[config.mk]
export PLATFORM = sky130hd
export DESIGN_NAME = fetch_unit_flat
export DESIGN_NICKNAME = d
export VERILOG_FILES = /design/src/rtl/mips_pkg.sv /design/src/rtl/fetch_unit_if.sv /design/src/rtl/pc_next_logic.sv /design/src/rtl/fetch_unit.sv /design/src/flat_wrapper.sv
export SDC_FILE = /design/constraint.sdc
export NUM_CORES = 1
export LEC_CHECK = 0
export CAP_MARGIN = 10
export CORE_MARGIN = 2
export CORE_UTILIZATION = 49
export DETAILED_ROUTE_END_ITERATION = 8
export PLACE_DENSITY_LB_ADDON = 0.15
export SLEW_MARGIN = 20
export SYNTH_ARGS = -nofsm -noshare
export SYNTH_HDL_FRONTEND = slang
export SYNTH_SLANG_ARGS = --single-unit
export TNS_END_PERCENT = 20
[constraint.sdc]
create_clock -name clk -period 4.4 [get_ports clk]
set_input_delay 0.88 -clock clk [delete_from_list [all_inputs] [get_ports clk]]
set_output_delay 0.88 -clock clk [all_outputs]
set_load 0.005 [all_outputs]
[src/rtl/mips_pkg.sv]
// Shared definitions for the MIPS core front end.
// Holds the opcode constants, the fetch FSM state type and the default reset PC.
package mips_pkg;

  localparam int unsigned XLEN   = 32;
  localparam int unsigned OPW    = 6;
  localparam int unsigned IMMW   = 16;
  localparam int unsigned JIDXW  = 26;

  localparam logic [OPW-1:0] OP_RTYPE = 6'b000000;
  localparam logic [OPW-1:0] OP_LW    = 6'b100011;
  localparam logic [OPW-1:0] OP_SW    = 6'b101011;
  localparam logic [OPW-1:0] OP_BEQ   = 6'b000100;
  localparam logic [OPW-1:0] OP_BNE   = 6'b000101;
  localparam logic [OPW-1:0] OP_ADDI  = 6'b001000;
  localparam logic [OPW-1:0] OP_J     = 6'b000010;

  localparam logic [XLEN-1:0] RESET_PC_DEFAULT = 32'h0000_0000;

  typedef enum logic [1:0] {
    S_IDLE  = 2'd0,
    S_FETCH = 2'd1,
    S_EXEC  = 2'd2
  } fetch_state_e;

endpackage

[src/rtl/fetch_unit_if.sv]
// Instruction-memory read channel (req/ack handshake).
//   imem_req   : read request, driven by the fetch unit
//   imem_addr  : word-aligned fetch address
//   imem_ack   : read data valid this cycle
//   imem_rdata : instruction word
interface fetch_unit_if;
  import mips_pkg::*;

  logic            imem_req;
  logic [XLEN-1:0] imem_addr;
  logic            imem_ack;
  logic [XLEN-1:0] imem_rdata;

  modport master (output imem_req, imem_addr, input  imem_ack, imem_rdata);
  modport slave  (input  imem_req, imem_addr, output imem_ack, imem_rdata);

endinterface

[src/rtl/pc_next_logic.sv]
// Combinational next-PC selection for the fetch stage.
//   pc_plus4_i  : address of the sequential successor
//   imm_i       : branch immediate (instr[15:0])
//   branch_i/ne_i/zero_i : branch outcome for the current instruction
//   opcode_i/jidx_i      : jump decode inputs (FETCH_JUMP_EN builds only)
//   next_pc_c_o : selected next PC
// Build option: FETCH_JUMP_EN adds the j (absolute jump) path.
module pc_next_logic
  import mips_pkg::*;
(
  input  logic [XLEN-1:0]  pc_plus4_i,
  input  logic [IMMW-1:0]  imm_i,
  input  logic             branch_i,
  input  logic             ne_i,
  input  logic             zero_i,
`ifdef FETCH_JUMP_EN
  input  logic [OPW-1:0]   opcode_i,
  input  logic [JIDXW-1:0] jidx_i,
`endif
  output logic [XLEN-1:0]  next_pc_c_o
);

  logic            taken_c;
  logic [XLEN-1:0] br_off_c;

  // Branch selects on branch first so ne/zero cannot leak X for non-branches.
  always_comb begin
    taken_c     = 1'b0;
    br_off_c    = {{(XLEN-IMMW-2){imm_i[IMMW-1]}}, imm_i, 2'b00};
    next_pc_c_o = pc_plus4_i;
    if (branch_i) begin
      taken_c = ne_i ? ~zero_i : zero_i;
    end
    if (taken_c) begin
      next_pc_c_o = XLEN'(pc_plus4_i + br_off_c);
    end
`ifdef FETCH_JUMP_EN
    // A jump overrides any branch outcome.
    if (opcode_i == OP_J) begin
      next_pc_c_o = {pc_plus4_i[XLEN-1:XLEN-4], jidx_i, 2'b00};
    end
`endif
  end

endmodule

[src/rtl/fetch_unit.sv]
// Instruction fetch stage: holds the PC, fetches over a req/ack handshake,
// presents the latched instruction and advances the PC after execution.
//   clk, rst_n   : clock, asynchronous active-low reset
//   imem         : instruction-memory master port (req/addr/ack/rdata)
//   stall        : holds the current instruction in S_EXEC
//   branch/ne/zero : branch outcome, sampled on the edge leaving S_EXEC
//   instr/opcode : latched instruction and its opcode
//   instr_valid  : high exactly while in S_EXEC
//   pc/pc_plus4  : current instruction address and its successor
// Build option: FETCH_JUMP_EN enables the j instruction path.
module fetch_unit
  import mips_pkg::*;
#(
  parameter logic [XLEN-1:0] RESET_PC = RESET_PC_DEFAULT
)(
  input  logic              clk,
  input  logic              rst_n,
  fetch_unit_if.master      imem,
  input  logic              stall,
  input  logic              branch,
  input  logic              ne,
  input  logic              zero,
  output logic [XLEN-1:0]   instr,
  output logic [OPW-1:0]    opcode,
  output logic              instr_valid,
  output logic [XLEN-1:0]   pc,
  output logic [XLEN-1:0]   pc_plus4
);

  fetch_state_e    state_q, state_d;
  logic [XLEN-1:0] pc_q, pc_d;
  logic [XLEN-1:0] pc_plus4_q, pc_plus4_d;
  logic [XLEN-1:0] instr_q, instr_d;
  logic            req_q, valid_q;
  logic [XLEN-1:0] next_pc_c;

  pc_next_logic u_pc_next (
    .pc_plus4_i  (pc_plus4_q),
    .imm_i       (instr_q[IMMW-1:0]),
    .branch_i    (branch),
    .ne_i        (ne),
    .zero_i      (zero),
`ifdef FETCH_JUMP_EN
    .opcode_i    (instr_q[XLEN-1:XLEN-OPW]),
    .jidx_i      (instr_q[JIDXW-1:0]),
`endif
    .next_pc_c_o (next_pc_c)
  );

  // Next-state and datapath update.
  always_comb begin
    state_d = state_q;
    pc_d    = pc_q;
    instr_d = instr_q;
    case (state_q)
      S_IDLE:  state_d = S_FETCH;
      S_FETCH: begin
        if (imem.imem_ack) begin
          instr_d = imem.imem_rdata;
          state_d = S_EXEC;
        end
      end
      S_EXEC: begin
        if (!stall) begin
          pc_d    = next_pc_c;
          state_d = S_FETCH;
        end
      end
      default: state_d = S_IDLE;
    endcase
    pc_plus4_d = XLEN'(pc_d + 32'd4);
  end

  // State and output registers; req/valid are registered state decodes.
  always_ff @(posedge clk or negedge rst_n) begin
    if (!rst_n) begin
      state_q    <= S_IDLE;
      pc_q       <= RESET_PC;
      pc_plus4_q <= XLEN'(RESET_PC + 32'd4);
      instr_q    <= '0;
      req_q      <= 1'b0;
      valid_q    <= 1'b0;
    end else begin
      state_q    <= state_d;
      pc_q       <= pc_d;
      pc_plus4_q <= pc_plus4_d;
      instr_q    <= instr_d;
      req_q      <= (state_d == S_FETCH);
      valid_q    <= (state_d == S_EXEC);
    end
  end

  assign imem.imem_req  = req_q;
  assign imem.imem_addr = pc_q;
  assign instr          = instr_q;
  assign opcode         = instr_q[XLEN-1:XLEN-OPW];
  assign instr_valid    = valid_q;
  assign pc             = pc_q;
  assign pc_plus4       = pc_plus4_q;

endmodule

[src/flat_wrapper.sv]
// flat-port wrapper written by rule: the top's interface ports become plain ports
module fetch_unit_flat import mips_pkg::*;
#(
  parameter logic [XLEN-1:0] RESET_PC = RESET_PC_DEFAULT
)
  (clk, rst_n, stall, branch, ne, zero, instr, opcode, instr_valid, pc, pc_plus4, imem_imem_req, imem_imem_addr, imem_imem_ack, imem_imem_rdata);
  fetch_unit_if imem_i ();
  input  logic clk;
  input  logic rst_n;
  input  logic stall;
  input  logic branch;
  input  logic ne;
  input  logic zero;
  output logic [XLEN-1:0] instr;
  output logic [OPW-1:0] opcode;
  output logic instr_valid;
  output logic [XLEN-1:0] pc;
  output logic [XLEN-1:0] pc_plus4;
  output wire logic [$bits(imem_i.imem_req)-1:0] imem_imem_req;
  output wire logic [$bits(imem_i.imem_addr)-1:0] imem_imem_addr;
  input wire logic [$bits(imem_i.imem_ack)-1:0] imem_imem_ack;
  input wire logic [$bits(imem_i.imem_rdata)-1:0] imem_imem_rdata;
  assign imem_imem_req = imem_i.imem_req;
  assign imem_imem_addr = imem_i.imem_addr;
  assign imem_i.imem_ack = imem_imem_ack;
  assign imem_i.imem_rdata = imem_imem_rdata;
  fetch_unit #(.RESET_PC(RESET_PC)) u_core (.clk(clk), .rst_n(rst_n), .imem(imem_i), .stall(stall), .branch(branch), .ne(ne), .zero(zero), .instr(instr), .opcode(opcode), .instr_valid(instr_valid), .pc(pc), .pc_plus4(pc_plus4));
endmodule
==> flow_summary.toml <==
[die]
core_sq_um = 12500
die_h_um = 117
die-area_sq_um = 13600
ioPinCount = 175
num_rows = 41
die_w_um = 117
start_util_pct = 49.8

[timing]
slew_viol_final = 0
worst_pin_slew_ns = 0.956
setup_viol = 0
period_minus_slack_ns = 4.06
hold_violations = 0
skew_ns = 0.00519
slew_headroom_pct = 36.3
period_share_pct = 92.2
tns_ns = 0
timing.fmax_ghz = 0.246
grt_setup_unrepaired = "no"

[clock_tree]
cts-htree-levels = 3
cts.sinks = 96
hold_buffers = 0
numCtsBuffers = 9
insertion_delay_ns = 0.35
clockBufferDepth = 2
cts_resized = 0
cts_tree = "yes"
path_clk_slew_ns = 0.07
root_buffer = "clkbuf_16"
post_cts_buffers = 0

[worst_setup_path]
crit_path_start_kind = "register"
cp_data_arrival_time_ns = 4.33
endpoint_kind = "register"
cp_max_fo = 5
cp.required_ns = 4.67
crit_type = "reg -> reg"

[place]
dp_cells = 941
place_congestion = 0.929
numPortBuffers = 168
hpwl_mm = 13.7

[pwr]
pwr_density_cell_nw_per_um2 = 888
leakage_nw = 3.41
ir_drop_v = 0.000478

[finish]
fillerInstances = 1072
antenna_cells = 0
drive_gt1_share_pct = 10.4
fin_cells = 957
area_delta_synth_final_pct = 30.2
layout.nets = 850

[drt]
drc = 0
first_iter_violations = 481
vias_per_cell = 5.76
routedWlPerCell_um = 18.7
drtAntennaViolNets = 0
vias = 5513
dr.pass1.iters = 5
totalWireLength_mm = 17.9

[grt]
grt_overflow = 0
grt_use_total_pct = 27.0
grt_max_degree = 73
grt_pass1_vias = 5536
antenna_found_initial = 0
grt_pass1_wl_mm = 28.4

[status]
status = "complete, no violations"

[yosys]
synth_top_area_share_pct = 38.2
ys_types = 73
async_flop_share_pct = 100
yosys.area.top_type = "dfrtp_1"
synth_edf_count = 0
synth_seq_cells = 96
synth.area.top_cells = "dfrtp_1 38%, ha_1 6.0%, mux2_2 6.0%"
netlist_area_sq_um = 6230
synthCells = 650
synth_ff_type = "dfrtp_1"
yosysSeqAreaShare_pct = 38.6
yosysWarnings = 0
synth.avg_cell_area_sq_um = 9.58

[hold_path]
hold_path.class = "reg -> reg"

[flow_run]
maxCapViolCount = 0
==> cell families (layout without fill, tap and decap cells) <==
kind of cell | after synthesis | count (layout) | share of synthesized area (%)
AOI/OAI and AO/OA | 157 | 157 | 17.7
DFF | 96 | 96 | 38.6
buffers and inverters | 91 | 221 | 8.42
muxes | 38 | 38 | 6.79
xor gates and xnor gates | 37 | 37 | 5.20
and+or+nand+nor | 199 | 199 | 16.9
other | 1 | 6 | 0.0602
adders and majority gates | 31 | 31 | 6.35
==> metal layers <==
layer | GRT usage, % | routed length [um] | vias to the layer above
met5 | 0 | 0 | -
met2 | 43.5 | 8620 | 213
met4 | 8.55 | 313 | 0
met3 | 7.58 | 1440 | 28
met1 | 35.4 | 7500 | 2702
li1 | - | - | 2570
==> cell usage after synthesis, types with 7 or more instances <==
master    number
and3_1        13
o21ai_1        9
a21oi_1       40
inv_1         21
clkbuf_1      14
o21a_1        11
ha_1          30
buf_4         46
nand4_1       16
dfrtp_1       95
o21ai_0       21
a21o_1        10
xnor2_1       27
o211ai_1       9
nand2_1       52
a31oi_1        7
mux2_2        33
nor3_1        18
xor2_1        10
buf_2          8
nand3_1       21
nor2_1        36
==> through the flow <==
stage	power (mW)	setup WS (ns)	util (%)	area (sq um)	hold slack [ns]
6_report	7.20	0.342	64.8	8110	0.506
5_1_grt	7.74	0.0835	64.8	8110	0.528
4_1_cts	7.18	0.340	64.8	8110	0.509
3_5_place_dp	6.36	0.309	62.4	7810	0.495
3_3_place_gp	6.28	0.399	62.4	7810	0.488
2_1_floorplan	4.53	0.769	-	6250	0.504
==> registers in the layout, indices dropped and copies added (netlist names) <==
signal,cells
u_core.instr_valid,1
u_core.imem.imem_req,1
u_core.pc_plus4,30
u_core.instr,32
u_core.imem.imem_addr,30
u_core.state_q,2
==> report_power, final <==
part | total (mW) | switching (mW) | leakage [nW] | internal, mW
logic | 4.65 | 2.35 | 2.12 | 2.30
clock network | 0.790 | 0.347 | 0.139 | 0.443
registers | 1.76 | 0.435 | 1.15 | 1.32
==> worst max-delay path, stage by stage (launching register included) <==
cell	delay [ns]
dfrtp_1	0.41
ha_1	0.24
fa_1	0.44
a211oi_2	0.47
o31ai_4	0.17
a211oi_2	0.38
o31ai_4	0.12
a221oi_1	0.42
nor2_1	0.09
a311oi_1	0.65
o31a_1	0.25
and4_1	0.21
xor2_1	0.14
==> placed cells by master (no fill, tap or decap), types with 4 or more instances in the layout <==
cell type	instances
a211o_1	4
xor2_1	10
a21o_1	10
mux2_2	33
conb_1	6
clkdlybuf4s50_1	167
o21ai_1	9
a21oi_1	40
nand3_1	21
nor2_1	36
nand4_1	16
dfrtp_1	95
nor3_1	18
nand3b_1	4
and3_1	13
and4_1	5
nand2b_1	6
clkbuf_16	9
or3_1	6
o21ai_0	21
mux2i_1	4
a31oi_1	7
o21a_1	11
ha_1	30
nand2_1	52
buf_4	16
inv_1	21
o211ai_1	9
and2_1	6
xnor2_1	27
a211oi_1	4
==> area by class of cell <==
cell class,instances,area (sq um),area share [%]
flip-flops and latches,96,2400,29.6
inverters,22,82.6,1.02
repair buffers,183,1790,22.1
well taps,172,215,2.65
multi-input cells,468,3320,40.9
clock buffers,10,229,2.82
clock inverters,6,67.6,0.833
==> final timing paths <==
path / cells past startpoint / endpoint / from / slack [ns]
max: 12 / u_core.pc_plus4[30] / u_core.instr[0] / 0.34
min: 1 / u_core.instr[24] / u_core.instr[24] / 0.51
max reg2reg: 12 / u_core.pc_plus4[30] / u_core.instr[0] / 0.34
min reg2reg: 1 / u_core.instr[24] / u_core.instr[24] / 0.51
max in group asynchronous: 2 / u_core.pc_plus4[19] / rst_n / 2.84
min in group asynchronous: 1 / u_core.instr[3] / rst_n / 0.66
Note: power is estimated with default switching activity, not from simulation.
